===== src/rtl/io_seq_pkg.sv =====
// Shared types and constants for the user I/O sequencer.
package io_seq_pkg;

  localparam int DATA_W        = 8;
  localparam int MAX_BYTES     = 2;
  localparam int HEX_BLANK_BIT = 31;

  typedef enum logic [1:0] {
    IDLE,
    COLLECT,
    RESPOND
  } state_t;

endpackage


===== src/rtl/edge_rise.sv =====
// Registered rising-edge detector; history resets high so a level held through reset never fires.
module edge_rise #(
  parameter logic RESET_VAL = 1'b1
) (
  input  logic clk,
  input  logic rst_n,
  input  logic d,
  output logic rise
);

  logic d_q;

  always_ff @(posedge clk or negedge rst_n) begin
    if (!rst_n) d_q <= RESET_VAL;
    else        d_q <= d;
  end

  assign rise = d & ~d_q;

endmodule


===== src/rtl/io_sequencer.sv =====
// Collects 1-2 switch bytes per CPU request, returns them over req/rvalid, and owns the 7-segment register.
module io_sequencer
  import io_seq_pkg::*;
(
  input  logic        clkin,
  input  logic        reset_n,
  input  logic [7:0]  num_in,
  input  logic        num_clk,
  input  logic        req,
  input  logic        req_len,
  output logic [15:0] rdata,
  output logic        rvalid,
  output logic        block,
  output logic [1:0]  bytes_left,
  input  logic        out_wr,
  input  logic [15:0] out_data,
  output logic [31:0] hex_out
);

  state_t      state, state_n;
  logic [15:0] acc, acc_n;
  logic [15:0] rdata_n;
  logic        rvalid_n, block_n;
  logic [1:0]  bytes_left_n;
  logic [15:0] disp;
  logic        blank;
  logic        press;

  edge_rise #(.RESET_VAL(1'b1)) u_key_edge (
    .clk  (clkin),
    .rst_n(reset_n),
    .d    (num_clk),
    .rise (press)
  );

  // NOTE: every output of this block gets a default first so no path leaves one unassigned (no latches).
  always_comb begin
    state_n      = state;
    acc_n        = acc;
    rdata_n      = rdata;
    rvalid_n     = rvalid;
    block_n      = block;
    bytes_left_n = bytes_left;
    unique case (state)
      IDLE: begin
        if (req) begin
          acc_n        = '0;
          bytes_left_n = {1'b0, req_len} + 2'd1;
          block_n      = 1'b1;
          state_n      = COLLECT;
        end
      end
      COLLECT: begin
        // Abort outranks a press arriving in the same cycle.
        if (!req) begin
          block_n      = 1'b0;
          bytes_left_n = '0;
          state_n      = IDLE;
        end else if (press) begin
          acc_n        = {acc[7:0], num_in};
          bytes_left_n = bytes_left - 2'd1;
          if (bytes_left == 2'd1) begin
            rdata_n  = acc_n;
            rvalid_n = 1'b1;
            block_n  = 1'b0;
            state_n  = RESPOND;
          end
        end
      end
      RESPOND: begin
        if (!req) begin
          rvalid_n = 1'b0;
          state_n  = IDLE;
        end
      end
      default: state_n = IDLE;
    endcase
  end

  // NOTE: sequential state uses non-blocking assignments so all registers update together at the edge.
  always_ff @(posedge clkin or negedge reset_n) begin
    if (!reset_n) begin
      state      <= IDLE;
      acc        <= '0;
      rdata      <= '0;
      rvalid     <= 1'b0;
      block      <= 1'b0;
      bytes_left <= '0;
    end else begin
      state      <= state_n;
      acc        <= acc_n;
      rdata      <= rdata_n;
      rvalid     <= rvalid_n;
      block      <= block_n;
      bytes_left <= bytes_left_n;
    end
  end

  // The CPU may write the display at any time; the collect override only masks it.
  always_ff @(posedge clkin or negedge reset_n) begin
    if (!reset_n) begin
      disp  <= '0;
      blank <= 1'b1;
    end else if (out_wr) begin
      disp  <= out_data;
      blank <= 1'b0;
    end
  end

  always_comb begin
    hex_out = '0;
    if (state == COLLECT) begin
      hex_out[15:0] = acc;
    end else begin
      hex_out[15:0]          = disp;
      hex_out[HEX_BLANK_BIT] = blank;
    end
  end

endmodule


===== config.mk =====
export PLATFORM = sky130hd
export DESIGN_NAME = io_sequencer
export DESIGN_NICKNAME = d
export VERILOG_FILES = /design/src/rtl/io_seq_pkg.sv /design/src/rtl/edge_rise.sv /design/src/rtl/io_sequencer.sv
export SDC_FILE = /design/constraint.sdc
export NUM_CORES = 1
export LEC_CHECK = 0
export ABC_CLOCK_PERIOD_IN_PS = 3900
export BUFFER_PORTS_ARGS = -buffer_cell sky130_fd_sc_hd__buf_2
export CORE_MARGIN = 8
export CORE_UTILIZATION = 55
export DETAILED_ROUTE_END_ITERATION = 10
export GPL_ROUTABILITY_DRIVEN = 0
export PLACE_DENSITY = 0.85
export SLEW_MARGIN = 20
export SYNTH_ARGS = -nofsm -noshare
export SYNTH_HDL_FRONTEND = slang
export SYNTH_SLANG_ARGS = --single-unit

===== constraint.sdc =====
create_clock -name clkin -period 3.9 [get_ports clkin]
set_clock_uncertainty 0.1 [all_clocks]
set_input_delay 0.78 -clock clkin [delete_from_list [all_inputs] [get_ports clkin]]
set_output_delay 0.78 -clock clkin [all_outputs]
set_load 0.1 [all_outputs]

# Word level (Yosys, flattened, before mapping)
# Cells that the tools add are included.
# totals
regBits,56
out_inout_bits,52
input_bits,30
word_cells,58
# op_classes
mux,26
n_reduce_logical,9
addsub,2
eq_ne,10
bitwise_logic,2
# op_table
cell,count
two-way mux 16 bit,4
one-hot mux 16 bit (2 select lines),1
two-way mux 2 bit,8
AND reduction 4 bit,4
"!= test 2 bit, second input constant",5
two-way mux 1 bit,9
"!= test 3 bit, second input constant",2
one-hot mux 2 bit (3 select lines),1
AND reduction 5 bit,1
"equality test 2 x 1 -> 1 bit, second input constant",2
one-hot mux 1 bit (2 select lines),2
one-hot mux 2 bit (2 select lines),1
nonzero test 2 bit,2
AND reduction 3 bit,1
"adder 1 x 1 -> 2 bit, second input constant",1
"equality test 2 bit, second input constant",1
zero test 2 bit,1
"subtractor 2 x 1 -> 2 bit, second input constant",1
AND 1 bit,1
inverter 1 bit,1

# Depth between registers and ports, before layout
# logic_depth
word_depth,5
mapped_depth,7
depth_no_buf,5

# Cells and area by module
# Synthesis repeated with hierarchy kept, for this count alone.
# unflattened
cells_unflattened,174
area_unflattened_um2,2544.9
# by_module_without_submodules
mod,cells_each,instances,seq_area_each_um2,area_per_inst_um2
io_sequencer,172,1,1377.6,2504.9
edge_rise,2,1,26.3,40.0

# Worst setup path before layout
# No wires, ideal clock.
# synth_path
path_kind,flip-flop to output port
start,register state[1]
end,output port hex_out[13]
path_buffers,2
path_slack_ns,-0.008
stages_incl_launch_ff,5
t_required_ns,3.020
arrival_time_ns,3.028
path_cell_list,dfrtp_1 > nand2b_1 > buf_2 > clkbuf_1 > o21ai_0
# synth_between
elab_chain_len,2
# synth_rtl
item,line_no,source
from (decl),io_sequencer.sv:20,"state_t state, state_n;"
from (signal assigned),io_sequencer.sv:90,state <= state_n;
equality test 2 x 1 -> 1 bit,io_sequencer.sv:112,if (state == COLLECT) begin
two-way mux 16 bit,io_sequencer.sv:112,
to (decl),io_sequencer.sv:17,output logic [31:0] hex_out
# No other way between the ends.

# Final worst setup path
# layout_path
start,register state[0]
end,output port hex_out[12]
# Same word-level chain as after synthesis.

==> run summary <==
Power
• combinational cell fraction of total power: 0.488
• leakage power: 0.001580 uW
• share of power burned in the clock network: 0.180
• sequential share of power: 0.332
• largest voltage drop on the vdd net: 0.0005843 V
• sw power: 1162 uW
• power density over the cells: 752.8 mW/mm^2
• Sw Share: 0.5116
• internal cell power: 1109 uW

Timing
• highest clock frequency the design can meet: 319.1 MHz
• total negative setup slack: 0 ps
• fin crit share: 0.8034
• count of endpoints failing hold in the final timing report: 0
• RSZ-0062 raised after global routing: no
• final number of max-transition violations: 0
• smallest hold slack: 355.8 ps
• Period minus WS final: 3133 ps
• transition time of the tightest slew-check pin: 889.6 ps
• number of failing setup endpoints in the final timing report: 0
• worst slew margin relative to its limit: 0.4069

Floorplanning
• area of the core: 0.004661 mm^2
• width of the chip: 85.15 um
• starting density of the core: 0.5643
• number of placement rows: 25
• area enclosed by the die boundary: 0.007251 mm^2
• num ports: 82
• vertical die dimension: 85.15 um

Clock tree
• deepest clock path buffer count: 2
• count of clock tree sinks: 56
• number of resized instances in the post-cts repair step: 0
• clk slew on worst S/H paths: 90 ps
• CTS tree: done
• number of setup buffers added after CTS: 0
• TritonCTS Buffers: 5
• clk_lat worst skew: 310 ps
• depth of the CTS H-tree: 2
• root buf cell: clkbuf_8
• number of hold-repair buffers added at the cts stage: 0

Synthesis
• Post-Syn Instances: 224
• warnings from Yosys: 0
• Yosys top cell by area: dfrtp_1
• area of the mapped netlist: 0.002630 mm^2
• top cell type's share of synthesized area: 0.5138
• sequential fraction of the synthesis area: 0.5338
• number of library cell types mapped by synthesis: 29
• Syn Area/Cell: 11.74 um^2
• cell types occupying the most area after synthesis: dfrtp_1 (51%), mux2_2 (10%), mux2i_1 (6.5%)
• flip-flop and latch count after synthesis: 56

Critical path
• endpoint kind of the worst setup timing path: output pin
• critical path type: register to output pin
• critical path startpoint category: register
• biggest fanout along the worst timing path: 26
• required arrival time at the worst endpoint: 3020 ps
• worst endpoint data arrival time: 2250 ps
• worst setup path start: state[0]
• slowest stage cell on the critical path: dfrtp_1
• cells traversed along the worst timing path: nand2b_1, o21ai_0, buf_2
• launch instance of the worst register-to-register path: state[0]
• CP peak stage delay: 560 ps

Global routing
• largest net degree at the start of global routing: 32
• remaining global-route overflow: 0
• via count of the first global-routing pass: 1,848
• Global Route Usage Sum: 0.1545
• number of antenna violations at the first check in global routing: 0
• global-route wire length before repair: 8859 um

Flow run
• max-cap violation count: 0

Finish
• net total in the final layout: 317
• area overhead of the layout relative to synthesis: 14.70%
• proportion of layout cells with a drive suffix above 1: 0.3972
• ant diodes: 0

Detailed routing
• detailed-route via count: 1,708
• Detailed Routing Iterations Pass 1: 4
• post-route ant nets: 0
• Iteration-0 DRC Markers: 62
• aggregate routed wire length: 5455 um
• routed len/inst: 16.00 um
• final routed DRC violation total: 0
• average via count per standard cell: 5.009

Place
• Port Buf Inserts: 66
• sum of net half-perimeters after detailed placement: 4030 um

Worst hold path
• Worst Hold Class: primary input to async pin

Outcome
• result of the run: finished clean

synth_stat cells:
master    number
ha_1           1
mux2_2        24
and3b_1        1
buf_2          4
nand2_1       40
mux2_4         9
buf_12         1
buf_6          3
a21oi_4        1
and3_4         1
nor2b_4        1
and2_1         1
mux2i_1       17
o21bai_1       1
nor2b_1        3
o21ai_0        8
clkbuf_1       3
a21oi_1        4
o32ai_1        1
a31o_2         1
inv_1         19
nand2b_1       5
dfstp_2        2
and4b_1        1
buf_4         15
a31oi_1        1
o31ai_1        1
dfrtp_1       54
conb_1         1
layout by cell type (no fill, tap or decap), drive strengths merged:
| master | n |
|---|---|
| and3b | 1 |
| and2 | 1 |
| o21bai | 1 |
| ha | 1 |
| o32ai | 1 |
| dfstp | 2 |
| a21oi | 5 |
| clkbuf | 7 |
| nand2b | 5 |
| conb | 15 |
| and4b | 1 |
| a31o | 1 |
| o21ai | 8 |
| a31oi | 1 |
| nand2 | 40 |
| bufinv | 1 |
| buf | 67 |
| and3 | 1 |
| nor2b | 4 |
| o31ai | 1 |
| mux2 | 33 |
| dfrtp | 54 |
| mux2i | 17 |
| inv | 19 |
flip-flops by register name (all words and copies together), names as in the netlist:
signal,count
blank,1
block,1
acc,16
state,2
rvalid,1
u_key_edge.d_q,1
bytes_left,2
rdata,16
disp,16
kinds of logic (layout without fill, tap and decap cells):
group                      after synthesis  after routing  synth area share
DFF                                     56             56            0.5338
and+or+nand+nor                         53             53           0.09515
muxes                                   50             50            0.2188
buffers and inverters                   45             94            0.1023
AOI/OAI and AO/OA                       18             18           0.04378
adders and majority gates                1              1          0.004757
other                                    1             15          0.001426
layout make-up:
class                      count  area (um^2)
fill                         364         1644
clock buffer                   7        96.34
tap                           54        67.56
timing repair buffer          67        337.8
inverter                      19        71.32
clock inverter                 1        30.03
multi-input combinational    137         1010
sequential                    56         1404
per-stage QoR:
stage	area (um^2)	setup slack (ps)	power (uW)	util	instances
floorplan	2683	-8.210	1713	-	238
finish	3017	766.6	2271	0.6472	341
global route	3017	563.8	2355	0.6472	341
detailed placement	2890	1133	1879	0.6201	333
CTS	3017	774.6	2288	0.6472	341
global placement	2890	1221	1864	0.6201	333
per-layer routing:
metal | track usage | wire length [um]
met4 | 0.06311 | 85
met5 | 0 | 0
met1 | 0.1764 | 2249
met3 | 0.04923 | 376
met2 | 0.2607 | 2744
critical path: cells and delay by family (launching register included):
family / cells / cell delay (ps)
flip-flops: 1 / 560
AND/OR/NAND/NOR: 1 / 550
buffers and inverters: 1 / 470
AO/OA/AOI/OAI: 1 / 360
final timing paths:
path | to | slack (ps) | cells after the start
max in group asynchronous | u_key_edge.d_q | 2510 | 2
min | disp[6] | 360 | 1
min in group clkin | blank | 400 | 1
max | hex_out[12] | 770 | 3
min reg2reg | blank | 400 | 1
max reg2reg | rdata[1] | 1770 | 3
power by group through the flow:
| stage | Sequential (uW) | Combinational (uW) | Clock, uW |
|---|---|---|---|
| finish | 753 | 1110 | 409 |
| global route | 768 | 1150 | 439 |
| CTS | 755 | 1120 | 415 |
| detailed placement | 763 | 1120 | 0 |
| global placement | 759 | 1110 | 0 |
| floorplan | 1250 | 460 | 0 |
No activity file was read; power rests on OpenSTA's default activity.
